==> src/rtl/fp_align_stage.sv <==
// fp_align_stage: registered alignment stage of the pipelined FP add/sub path.
// Works out the effective operation and orders the operands by magnitude.
// It right-aligns the smaller mantissa with guard/round/sticky bits and
// one's-complements it on an effective subtract. The results are presented
// behind a valid/ready handshake so the stage can stall.
// Optional build macro: FP_ALIGN_SKID_EN adds a one-entry skid register so
// that o_in_ready is registered, with no combinational path from i_out_ready.
module fp_align_stage #(
    parameter int ExponentSize = 8,
    parameter int FractionSize = 23
) (
    input  logic                            i_clk,
    input  logic                            i_rst_n,
    input  logic                            i_in_valid,
    output logic                            o_in_ready,
    input  logic                            i_sign1,
    input  logic                            i_sign2,
    input  logic [ExponentSize-1:0]         i_exponent1,
    input  logic [ExponentSize-1:0]         i_exponent2,
    input  logic [FractionSize:0]           i_mantissa1,
    input  logic [FractionSize:0]           i_mantissa2,
    input  logic                            i_operation,
    output logic                            o_out_valid,
    input  logic                            i_out_ready,
    output logic [FractionSize+3:0]         o_adder1,
    output logic [FractionSize+3:0]         o_adder2,
    output logic                            o_carry_in,
    output logic [ExponentSize-1:0]         o_exponent_base,
    output logic                            o_result_sign,
    output logic                            o_eff_operation,
    output logic                            o_zero_result
);

    localparam int MantissaSize = FractionSize + 1;
    localparam int RoundingSize = MantissaSize + 3;
    localparam int PayloadSize  = 2 * RoundingSize + ExponentSize + 4;

    logic                      w_sign2_eff;
    logic                      w_eff_op;
    logic                      w_exp_eq;
    logic                      w_mant_eq;
    logic                      w_a_big;
    logic [ExponentSize-1:0]   w_exp_big;
    logic [ExponentSize-1:0]   w_exp_small;
    logic [MantissaSize-1:0]   w_mant_big;
    logic [MantissaSize-1:0]   w_mant_small;
    logic [ExponentSize-1:0]   w_diff;
    logic [31:0]               w_diff_ext;
    logic [31:0]               w_shamt;
    logic [RoundingSize-2:0]   w_p;
    logic [RoundingSize-2:0]   w_q;
    logic [RoundingSize-2:0]   w_mask;
    logic                      w_sticky;
    logic [RoundingSize-1:0]   w_aligned;
    logic [RoundingSize-1:0]   w_adder1;
    logic [RoundingSize-1:0]   w_adder2;
    logic                      w_zero;
    logic                      w_rsign;
    logic [PayloadSize-1:0]    w_payload;
    logic                      w_in_xfer;
    logic                      w_out_xfer;

    logic [PayloadSize-1:0]    r_out;
    logic                      r_out_valid;

    assign w_sign2_eff  = i_sign2 ^ i_operation;
    assign w_eff_op     = i_sign1 ^ w_sign2_eff;
    assign w_exp_eq     = (i_exponent1 == i_exponent2);
    assign w_mant_eq    = (i_mantissa1 == i_mantissa2);
    // Ties on magnitude go to A, so the difference is never negative.
    assign w_a_big      = (i_exponent1 > i_exponent2) ||
                          (w_exp_eq && (i_mantissa1 >= i_mantissa2));
    assign w_exp_big    = w_a_big ? i_exponent1 : i_exponent2;
    assign w_exp_small  = w_a_big ? i_exponent2 : i_exponent1;
    assign w_mant_big   = w_a_big ? i_mantissa1 : i_mantissa2;
    assign w_mant_small = w_a_big ? i_mantissa2 : i_mantissa1;

    // Clamp the shift so that large exponent gaps collapse into the sticky bit.
    assign w_diff     = w_exp_big - w_exp_small;
    assign w_diff_ext = {{(32 - ExponentSize){1'b0}}, w_diff};
    assign w_shamt    = (w_diff_ext >= 32'(RoundingSize - 1)) ? 32'(RoundingSize - 1) : w_diff_ext;

    assign w_p       = {w_mant_small, 2'b00};
    assign w_q       = w_p >> w_shamt;
    assign w_mask    = ~({(RoundingSize - 1){1'b1}} << w_shamt);
    assign w_sticky  = |(w_p & w_mask);
    assign w_aligned = {w_q, w_sticky};

    assign w_adder1 = w_eff_op ? ~w_aligned : w_aligned;
    assign w_adder2 = {w_mant_big, 3'b000};
    assign w_zero   = w_eff_op && w_exp_eq && w_mant_eq;
    // An exact cancellation gives +0 under round-to-nearest.
    assign w_rsign  = w_zero ? 1'b0 : (w_a_big ? i_sign1 : w_sign2_eff);

    assign w_payload = {w_adder1, w_adder2, w_eff_op, w_exp_big, w_rsign, w_eff_op, w_zero};

    assign w_in_xfer  = i_in_valid && o_in_ready;
    assign w_out_xfer = r_out_valid && i_out_ready;

    assign o_out_valid = r_out_valid;
    assign {o_adder1, o_adder2, o_carry_in, o_exponent_base,
            o_result_sign, o_eff_operation, o_zero_result} = r_out;

`ifdef FP_ALIGN_SKID_EN
    logic [PayloadSize-1:0]    r_skid;
    logic                      r_skid_full;

    assign o_in_ready = !r_skid_full;

    // Output register plus skid: the skid drains first, so order is kept.
    always_ff @(posedge i_clk or negedge i_rst_n) begin
        if (!i_rst_n) begin
            r_out       <= '0;
            r_out_valid <= 1'b0;
            r_skid      <= '0;
            r_skid_full <= 1'b0;
        end else if (r_skid_full) begin
            if (w_out_xfer) begin
                r_out       <= r_skid;
                r_skid_full <= 1'b0;
            end
        end else if (!r_out_valid || w_out_xfer) begin
            r_out_valid <= w_in_xfer;
            if (w_in_xfer) begin
                r_out <= w_payload;
            end
        end else if (w_in_xfer) begin
            r_skid      <= w_payload;
            r_skid_full <= 1'b1;
        end
    end
`else
    assign o_in_ready = !r_out_valid || i_out_ready;

    // Single output register: load on input transfer, drop valid once drained.
    always_ff @(posedge i_clk or negedge i_rst_n) begin
        if (!i_rst_n) begin
            r_out       <= '0;
            r_out_valid <= 1'b0;
        end else if (w_in_xfer) begin
            r_out       <= w_payload;
            r_out_valid <= 1'b1;
        end else if (w_out_xfer) begin
            r_out_valid <= 1'b0;
        end
    end
`endif

endmodule

==> config.mk <==
export PLATFORM = sky130hd
export DESIGN_NAME = fp_align_stage
export DESIGN_NICKNAME = d
export VERILOG_FILES = /design/src/rtl/fp_align_stage.sv
export SDC_FILE = /design/constraint.sdc
export NUM_CORES = 1
export LEC_CHECK = 0
export CAP_MARGIN = 30
export CORE_MARGIN = 3
export CORE_UTILIZATION = 50
export CTS_BUF_LIST = sky130_fd_sc_hd__clkbuf_16
export CTS_CLUSTER_SIZE = 8
export DETAILED_ROUTE_END_ITERATION = 10
export PLACE_DENSITY_LB_ADDON = 0.3
export SETUP_SLACK_MARGIN = 0.4
export SKIP_CTS_REPAIR_TIMING = 1
export SLEW_MARGIN = 5
export SYNTH_ARGS = -nofsm -noshare
export SYNTH_HDL_FRONTEND = slang
export SYNTH_SLANG_ARGS = --single-unit
==> constraint.sdc <==
create_clock -name i_clk -period 1.8 [get_ports i_clk]
set_input_delay 0.18 -clock i_clk [delete_from_list [all_inputs] [get_ports i_clk]]
set_output_delay 0.18 -clock i_clk [all_outputs]
set_load 0.005 [all_outputs]
==> results summary, run 1 <==
The number of I/O pins is between 100 and 150. The maximum clock path buffer count came out at 2. Entering global routing, the biggest net connects 60 pins. The last reported worst endpoint of the global-route repair pass is r_out[41]$_DFFE_PN0P_/D. The run stopped with a tool error. The post-placement cell count came out at 1483. In this run the mean area of a mapped cell was between 7 and 8 sq um. The first error in the log reads "[ERROR GRT-0232] Routing congestion too high. Check the congestion heatmap in the GUI". In the synthesized netlist the async set-or-reset flop fraction comes to 1.00. The kind of the worst endpoint is a register data pin. The number of distinct library cells after synthesis came out at 90. The count of mapped cells out of synthesis is between 900 and 1000.

The global routing usage summed across all routing layers is 0.851. For this configuration, the core starts out at a cell density of 0.514. The number of antenna violations at the first check in global routing is 7. Of the synthesized area, sequential elements account for 0.230.

The wire-length estimate of the detail-placed layout is 24600 um. The tree built by TritonCTS fans out to 63 sinks. The congestion estimate from routability-driven global placement came to 1.11.

For this run, the number of Yosys warnings is 0. The CTS H-tree depth came out at 3. The flow stopped in global routing (5_1_grt). From bottom edge to top edge, the die measures 123 um. CTS placed an instance of sky130_fd_sc_hd__clkbuf_16 at the clock tree root.

The most used flip-flop cell after synthesis is sky130_fd_sc_hd__dfrtp_1. The cell area after technology mapping is 6860 sq um. The flip-flop and latch count after synthesis came out at 63. The horizontal die dimension is 123 um. The count of input and output buffers is 135. The placement row count is 42. Buffers inserted during clock tree synthesis total 9.

In this run, synthesis inferred 0 flip-flops with an integrated enable. Summed over all layers, the global routing overflow is 177.
kinds of logic after synthesis:
family	synth area share
AO/OA/AOI/OAI	0.323
XOR/XNOR	0.0215
adder cells (fa/ha/maj)	0.0602
buffers and inverters	0.0773
flip-flops	0.230
multiplexers	0.0190
other	0.000546
AND/OR/NAND/NOR	0.269
stage by stage:
| step | cell area [sq um] | setup WS [ns] | utilization |
|---|---|---|---|
| after CTS | 11100 | -3.26 | 0.831 |
| after detailed placement | 10800 | -3.56 | 0.810 |
| after floorplan | 7290 | -2.98 | - |
| after global placement | 10800 | -3.43 | 0.810 |
metal layers:
metal | overflow | track usage
met1 | 3 | 0.820
met2 | 103 | 0.985
met3 | 8 | 0.738
met4 | 63 | 0.911
met5 | 0 | 0.396
synthesized netlist by cell type (6+ instances only):
library cell                  n  share of area
sky130_fd_sc_hd__dfrtp_1     63           0.23
sky130_fd_sc_hd__buf_6        6         0.0098
sky130_fd_sc_hd__o21ai_0     44          0.032
sky130_fd_sc_hd__ha_1        33          0.060
sky130_fd_sc_hd__a221o_1      8          0.012
sky130_fd_sc_hd__and3_1       6         0.0055
sky130_fd_sc_hd__buf_2       12         0.0087
sky130_fd_sc_hd__o211ai_1     9         0.0098
sky130_fd_sc_hd__a2bb2oi_1    7         0.0089
sky130_fd_sc_hd__or3_1        6         0.0055
sky130_fd_sc_hd__clkbuf_1    36          0.020
sky130_fd_sc_hd__nand3_1     20          0.015
sky130_fd_sc_hd__a211oi_1    10          0.011
sky130_fd_sc_hd__nand2b_1     7         0.0064
sky130_fd_sc_hd__a31oi_1     44          0.040
sky130_fd_sc_hd__nor3_1      24          0.017
sky130_fd_sc_hd__a22oi_1      7         0.0077
sky130_fd_sc_hd__nand2_1    150          0.082
sky130_fd_sc_hd__buf_1        9         0.0049
sky130_fd_sc_hd__nand4_1     24          0.022
sky130_fd_sc_hd__o41ai_2      6          0.014
sky130_fd_sc_hd__a21oi_1     65          0.047
sky130_fd_sc_hd__o21ai_1     10         0.0073
sky130_fd_sc_hd__a22o_1       8          0.010
sky130_fd_sc_hd__xnor2_1     12          0.015
sky130_fd_sc_hd__inv_1       38          0.021
sky130_fd_sc_hd__mux2i_1     13          0.019
sky130_fd_sc_hd__nor4_1      11          0.010
sky130_fd_sc_hd__nor2_1     103          0.056
sky130_fd_sc_hd__buf_4       11          0.012
sky130_fd_sc_hd__o22ai_1      8         0.0073
sky130_fd_sc_hd__a21o_1      14          0.015
==> run 2, diff against run 1 <==
--- a/config.mk
+++ b/config.mk
@@ -7,12 +7,9 @@
 export LEC_CHECK = 0
 export CAP_MARGIN = 30
 export CORE_MARGIN = 3
-export CORE_UTILIZATION = 50
-export CTS_BUF_LIST = sky130_fd_sc_hd__clkbuf_16
-export CTS_CLUSTER_SIZE = 8
+export CORE_UTILIZATION = 35
 export DETAILED_ROUTE_END_ITERATION = 10
-export PLACE_DENSITY_LB_ADDON = 0.3
-export SETUP_SLACK_MARGIN = 0.4
+export PLACE_DENSITY_LB_ADDON = 0.15
 export SKIP_CTS_REPAIR_TIMING = 1
 export SLEW_MARGIN = 5
 export SYNTH_ARGS = -nofsm -noshare
==> run 2 against run 1 <==
The flow now finishes, with violations (setup timing); synthesized cell count did not move; area after synthesis did not move.
==> results summary, run 2 <==
The run finished, with violations left. The checks that failed: setup timing. The worst register-to-register path begins at o_out_valid$_DFFE_PN0P_.

The time the worst path needs with I/O delays and setup is 4.46 ns. The post-place setup slack came out at -3.69 ns. The cell area after technology mapping is 6860 sq um. The kind of path behind the tightest hold check is input pin to register. The number of failing setup endpoints in the final timing report came out at 61.

In this run the remaining antenna-violating nets after routing total 0. Counting the fill cells in the layout gives 1583. For the worst setup path, the data arrival time is 4.70 ns. Clock tree synthesis selected as its root buffer the cell sky130_fd_sc_hd__clkbuf_16.

Counting distinct cell types in the post-synthesis netlist gives 90. For this run, asynchronously set or reset flops after synthesis account for 1.00. The most used flip-flop cell after synthesis is sky130_fd_sc_hd__dfrtp_1. Leaving out fill and tap cells, the most frequent cells in the layout are sky130_fd_sc_hd__buf_4, sky130_fd_sc_hd__nand2_1, sky130_fd_sc_hd__nor2_1.

Across all setup checks in the final design, the least slack found is -2.66 ns. The placement row count came out at 50. STA classifies the critical path startpoint as an input pin. The maximum clock frequency is 224 MHz.

STA classifies the critical path endpoint as a register. The sink count of the clock tree came out at 63. The count of input and output buffers is 135.

The horizontal die dimension is 146 um. The highest cell delay on the worst timing path is 0.43 ns. The worst-case headroom to the max-slew limit came out at 0.568. The number of max-slew violations in the final report is 0. The number of violations of the max-capacitance limit came out at 0. The synthesized design contains 63 register bits. The number of hold-slack violations in the final timing report came out at 0. The required arrival time at the worst endpoint is a little over 2 ns. The sequential cell area came out at 1580 sq um.

For this run, the number of Yosys warnings is 0. The cell type with the highest aggregate area in the netlist is sky130_fd_sc_hd__dfrtp_1. The register with the most flip-flops in the layout has 62 of them. After clock tree synthesis, the clock-pin slew on the worst setup and hold paths is ~0.070 ns. The peak ir drop on the vdd network is 498 uV. After legalization and detailed placement, the total HPWL measured ~25000 um. The number of global-route vias before repair is a little under 9000. For this run, the register share of the synthesized area comes to 0.230. Along the worst path, the maximum fanout reaches 5.

In the global route stage, overall resource usage came out at 0.288. The footprint of the multi-input gates came out at 6050 sq um. The insertion delay of the later-clocked pin in the worst-skew pair came out at approximately 0.36 ns.

The routed wire length per instance came out at slightly above 20 um. The logic depth of the worst path, buffers included came out at 23. The most common library cell in the layout ignoring fill and taps is sky130_fd_sc_hd__buf_4. The repair_antennas step left the layout with diodes totalling 0. At the pin with the least slew margin, the transition time is 0.644 ns. Setup repair after global routing could not meet its margin everywhere. The sum of internal, switching and leakage power is 10.6 mW. The synthesized area per cell came out at 7.32 sq um.

The number of nets at the end of the flow came out at 1473. The number of clock buffers inserted by TritonCTS came out at 9. The final cycle utilization of the critical path came out at 2.48. The die area came out at 21300 sq um. The launch point of the critical path is i_mantissa1[23]. For this run, design rule violations remaining after detail routing come to 0. The violation count after the first detailed-route iteration came out at 891. The via-per-instance ratio came out at 5.67.

Traced cell by cell, the critical path runs through dlymetal6s2s_1 -> ha_4 -> nand4_4 -> nor4_4 -> nand4_1 -> o2111ai_4 -> buf_6 -> nand2_4 -> o21a_1 -> ha_4 -> a31oi_4 -> o2bb2ai_4 -> a2111o_1 -> and3_4 -> buf_12 -> buf_12 -> o41ai_4 -> a221oi_4 -> buf_12 -> mux2i_4 -> o22ai_2 -> mux2i_1 -> a211o_1. The number of I/O pins is roughly 140. The fraction of synthesized cell area taken by the top area cell type is 0.230. The longest clock path from root to sink contains 2 buffers. With fillers left out, the area of the finished cells amounts to ~13000 sq um. The clock tree from TritonCTS is done. The overall via count from detail_route came out at 9258. By instance count, the leading cell after synthesis is sky130_fd_sc_hd__nand2_1. In this run the standard cell core region covers 19000 sq um.

The worst setup skew after layout came out at ~0.0075 ns. Among cell families on the critical path, the largest total delay comes from compound AO/OA/AOI/OAI gates. The cell count after synthesis came out at 938.

Ranked by flip-flop count, first place goes to r_out. The die span in y came out at ~150 um. By area the synthesized netlist is led by sky130_fd_sc_hd__dfrtp_1, sky130_fd_sc_hd__nand2_1, sky130_fd_sc_hd__ha_1. Relative to the synthesized area, the layout overhead comes to 87.5%. The most critical setup path has its endpoint at r_out[42]$_DFFE_PN0P_. The number of antenna violations at the first check in global routing is 0.

The global-route wire length before repair is 48800 um. The critical path in this run is classified as input pin to register. The power per cell area came out at just over 800 nW/um^2.

The largest individual stage delay along the critical path comes from the cell sky130_fd_sc_hd__a2111o_1. The number of buffer and inverter stages on the critical path is 5. The placed instance area came out at around 11000 sq um. The placer congestion estimate is about 0.97. The setup TNS came out at -88.08 ns. The detailed-route wire length is 33400 um. The total congestion overflow is 0. Counting instances in the post-synthesis netlist gives the leading cell types as sky130_fd_sc_hd__nand2_1, sky130_fd_sc_hd__nor2_1, sky130_fd_sc_hd__a21oi_1, sky130_fd_sc_hd__dfrtp_1. The number of cells on the worst reg-to-reg path came out at 6. The hold path startpoint is i_mantissa2[10]. The leakage dissipation came out at 5.85 nW. The fraction of final layout cells sized beyond drive strength 1 came out at 0.430. The initial standard-cell utilization of the core came out at 0.362. The pre-antenna-repair detailed-routing pass consisted of 5 iterations. In this run, synthesis inferred 0 flip-flops with an integrated enable. The pin count of the biggest net entering global routing is 64.

The setup slack on the worst flop-to-flop path is ~0.10 ns. In this run the number of H-tree levels came out at 3. The most repeated library cell on the critical path is sky130_fd_sc_hd__buf_12. In this run the critical register-to-register path is captured at r_out[46]$_DFFE_PN0P_.
## run 2: cell counts after synthesis
No cell type changed its count.
## run 2: cell type report
cell class / instances / share of cell area
inverters: 39 / 0.0141
repair buffers: 493 / 0.344
multi-input cells: 763 / 0.470
clock buffers: 10 / 0.0186
clock inverters: 6 / 0.00545
flip-flops and latches: 63 / 0.123
well taps: 260 / 0.0253
## run 2: worst min-delay path by stage
stage,to,slack [ns],cells past startpoint
floorplan,o_out_valid$_DFFE_PN0P_,-0.12,0
global placement,r_out[36]$_DFFE_PN0P_,0.23,2
detailed placement,r_out[36]$_DFFE_PN0P_,0.23,2
CTS,r_out[36]$_DFFE_PN0P_,-0.14,2
global route,r_out[25]$_DFFE_PN0P_,0.11,3
finish,r_out[25]$_DFFE_PN0P_,0.08,3
## run 2: metal layers
layer	GRT usage	part of all wire	up-vias
met2	0.471	0.47	398
met4	0.0842	0.027	0
met5	0	0	-
met1	0.383	0.43	4434
li1	-	-	4365
met3	0.0636	0.073	61
## run 2: cell families after synthesis
family	share of synthesized area
simple gates	0.269
fa+ha+maj	0.0602
compound gates	0.323
buf+inv	0.0773
other cells	0.000546
mux	0.0190
xor+xnor	0.0215
flops	0.230
## run 2: per-stage QoR
| stage | hold WS, ns | instances | utilization |
|---|---|---|---|
| 2_1_floorplan | -0.116 | 940 | - |
| 3_3_place_gp | 0.232 | 1567 | 0.572 |
| 3_5_place_dp | 0.234 | 1567 | 0.572 |
| 4_1_cts | -0.137 | 1583 | 0.588 |
| 5_1_grt | 0.114 | 1634 | 0.679 |
| 6_report | 0.0828 | 1634 | 0.679 |
## run 2: report_power, final
group | switching [mW] | internal (mW) | total, mW
Clock | 0.786 | 1.12 | 1.90
Combinational | 3.49 | 3.38 | 6.87
Sequential | 0.168 | 1.70 | 1.87
Total | 4.44 | 6.20 | 10.6
## run 2: worst min-delay path, stage by stage
cell	delay, ns
sky130_fd_sc_hd__clkbuf_2	0.10
sky130_fd_sc_hd__nand2_1	0.05
sky130_fd_sc_hd__a31oi_1	0.07
No activity file was read; power rests on OpenSTA's default activity.
==> run 3, diff against run 2 <==
--- a/config.mk
+++ b/config.mk
@@ -9,7 +9,7 @@
 export CORE_MARGIN = 3
 export CORE_UTILIZATION = 35
 export DETAILED_ROUTE_END_ITERATION = 10
-export PLACE_DENSITY_LB_ADDON = 0.15
+export PLACE_DENSITY = 0.61
 export SKIP_CTS_REPAIR_TIMING = 1
 export SLEW_MARGIN = 5
 export SYNTH_ARGS = -nofsm -noshare
==> run 3 against run 2 <==
The flow still finishes with violations (setup timing); worst hold slack better by 0.010 ns; flip-flop and latch count stayed put; clock-buffer cell count stayed put; sequential power is essentially flat; global-route usage is 0.32 points higher; sequential share of layout area increased by 0.22 points; via count fell by 0.73%; clock skew is 0.0031 ns higher; critical path depth is the same; first-iteration DRC count fell by 6.8%.
==> results summary, run 3 (same netlist as run 2, synthesis figures left out) <==
The time the worst path needs with I/O delays and setup is 4.43 ns. The worst-case headroom to the max-slew limit is 0.610. The H-tree was split into 3 levels. Derived from the worst setup path, the maximum achievable clock frequency is approximately 230 MHz. The number of global-route vias before repair is 8429. The number of nets at the end of the flow came out at about 1500. Using the TritonRoute via totals, the vias-per-cell ratio works out to about 5.7. The logic gate share of total power is 0.640. The share of total power dissipated in the clock network is 0.180.

The startpoint identified for the worst register-to-register timing path is o_out_valid$_DFFE_PN0P_. Setup repair after global routing could not meet its margin everywhere. For this run, the share of the core covered by cells in the final layout is 0.667. After routing the design area is 12600 sq um. The pin count of the biggest net entering global routing is 76. The leakage dissipation is 5.77 nW. The post-place setup slack came out at -3.56 ns. The number of hold-slack violations in the final timing report came out at 0. In this design, the stage delay of the slowest critical-path cell is 0.42 ns. The register with the most flip-flops in the layout has 62 of them.

In the finished design, the share of the clock period the worst path needs comes to 2.46. The required arrival time at the worst endpoint came out at 2.03 ns. The initial standard-cell utilization of the core came out at 0.362. After layout, the worst setup slack is -2.63 ns. The sink count of the clock tree is 63. The worst setup skew after layout came out at 0.0106 ns. The number of violations of the max-capacitance limit is 0. During I/O placement, the number of pins put on the boundary was 139. The arrival time reported for the critical path endpoint came out at 4.66 ns. The number of antenna-violating nets in the routed design is 0.

The die span in y is around 150 um. The global-route wire length before repair came out at 49200 um. The cell-internal power came out at 6.06 mW.

The horizontal die dimension is roughly 150 um. The critical path capture point type is a register. The number of remaining DRC errors is 0.

The placement row count came out at 50. Relative to the synthesized area, the layout overhead comes to 84.1%. The global routing usage summed across all routing layers is 0.291.

Counting along the longest clock path gives a buffer depth of 2. The first detailed-routing pass took 5 iterations. The number of max-slew violations in the final report was 0. The power per cell area came out at 826 nW/um^2. Summed over all nets, the switching power comes to 4.38 mW. In this run the register-to-register setup slack is 0.12 ns. The clock tree from TritonCTS is done. The sum of internal, switching and leakage power came out at 10.4 mW.

The launch point of the critical path is i_mantissa1[9]. The detailed-route wire length is 34100 um. The endpoint identified for the worst register-to-register timing path is r_out[46]$_DFFE_PN0P_. The share of total power dissipated in sequential elements is 0.179. The detailed-placement wirelength estimate is 25200 um. The fraction of final layout cells sized beyond drive strength 1 came out at 0.416. The number of cells on the worst reg-to-reg path came out at 6.

Buffers placed on the I/O ports in this run total 135. The library cells used most frequently in the layout, excluding fill and tap cells, are sky130_fd_sc_hd__buf_4, sky130_fd_sc_hd__nand2_1, sky130_fd_sc_hd__nor2_1. The clock transition time at the flip-flop clock pins of the worst setup and hold paths came out at 0.07 ns.

The routed wire length per instance came out at 21.0 um. The die covers 21300 sq um. The flow ran to the end, but the final reports show violations. The placeable core region is 19000 sq um.

The peak ir drop on the vdd network came out at 503 uV. Leaving out fill and tap cells, the most frequent cell in the layout is sky130_fd_sc_hd__buf_4. The insertion delay of the later-clocked pin in the worst-skew pair came out at about 0.35 ns. The placer congestion estimate came out at 0.988. The number of clock buffers inserted by TritonCTS came out at 9. The final reports fail on setup timing. The placed instance area is ~11000 sq um. The detailed router finished its first iteration with 830 violations.

The overall via count from detail_route came out at around 9000. The filler cell count in the final layout is 1614. The capturing element of the worst setup path is r_out[46]$_DFFE_PN0P_. For the pin with the worst max-slew slack, the measured transition is 0.580 ns. The worst setup path is of the input pin to register kind.

The maximum fanout along the worst path came out at 8. The worst hold path belongs to the class input pin to register. The worst setup path is launched from an input pin. The total congestion overflow is 0. Walking the worst path, the cells encountered are dlymetal6s2s_1 -> ha_4 -> a21o_1 -> a221o_1 -> a22oi_2 -> o2111ai_4 -> a211o_1 -> o21a_1 -> ha_4 -> a31oi_4 -> o2bb2ai_2 -> a2111o_1 -> and3_4 -> buf_8 -> buf_4 -> nor3_4 -> buf_4 -> buf_12 -> nand2_2 -> o21ai_1 -> o21ai_2 -> and3_1 -> or3b_1. r_out holds more flip-flops than any other register. Of the total power, the share spent switching nets is 0.420. On the critical path, the stage with the largest delay is an instance of sky130_fd_sc_hd__a2111o_1. The number of failing setup endpoints in the final timing report is 61. The depth of the worst hold-timing path came out at 3. In this run the clock root is driven by a sky130_fd_sc_hd__clkbuf_16. The number of antenna violations at the first check in global routing came out at 1.
-- run 3: cell type report --
class | count | area (sq um) | area share
multi-input combinational | 763 | 5970 | 0.472
timing repair buffer | 481 | 4270 | 0.338
sequential | 63 | 1580 | 0.125
tap | 260 | 325 | 0.0257
clock buffer | 10 | 239 | 0.0189
inverter | 39 | 181 | 0.0144
clock inverter | 6 | 70.1 | 0.00555
antenna | 2 | 5.00 | 0.000396
-- run 3: worst min path at each step --
stage / to / from
floorplan: o_out_valid$_DFFE_PN0P_ / i_rst_n
global placement: r_out[11]$_DFFE_PN0P_ / i_rst_n
detailed placement: r_out[11]$_DFFE_PN0P_ / i_rst_n
CTS: r_out[57]$_DFFE_PN0P_ / i_rst_n
global route: r_out[26]$_DFFE_PN0P_ / i_mantissa2[11]
finish: r_out[25]$_DFFE_PN0P_ / i_mantissa2[10]
-- run 3: layer usage --
metal / vias up / part of all wire / GRT usage
met5: - / 0 / 0
met4: 0 / 0.019 / 0.0649
met3: 45 / 0.069 / 0.0478
met2: 360 / 0.48 / 0.479
met1: 4450 / 0.43 / 0.404
li1: 4335 / - / -
-- run 3: critical path, delay by kind of cell --
kind                       cells  cell delay, ns
adders and majority gates      2            0.43
AOI/OAI and AO/OA             11            2.34
buffers and inverters          5            0.74
and+or+nand+nor                5            0.96
-- run 3: per-stage QoR --
stage,instances,TNS (ns),hold slack (ns)
2_1_floorplan,940,-99.80,-0.116
3_3_place_gp,1573,-144.57,0.225
3_5_place_dp,1573,-148.66,0.227
4_1_cts,1589,-128.00,-0.142
5_1_grt,1622,-93.85,0.106
6_report,1624,-85.48,0.0931
-- run 3: power groups by stage --
stage	clock network [mW]	registers, mW	logic [mW]
2_1_floorplan	0	1.90	2.67
3_3_place_gp	0	1.88	5.62
3_5_place_dp	0	1.89	5.60
4_1_cts	1.90	1.87	5.62
5_1_grt	1.94	1.91	7.04
6_report	1.88	1.87	6.68
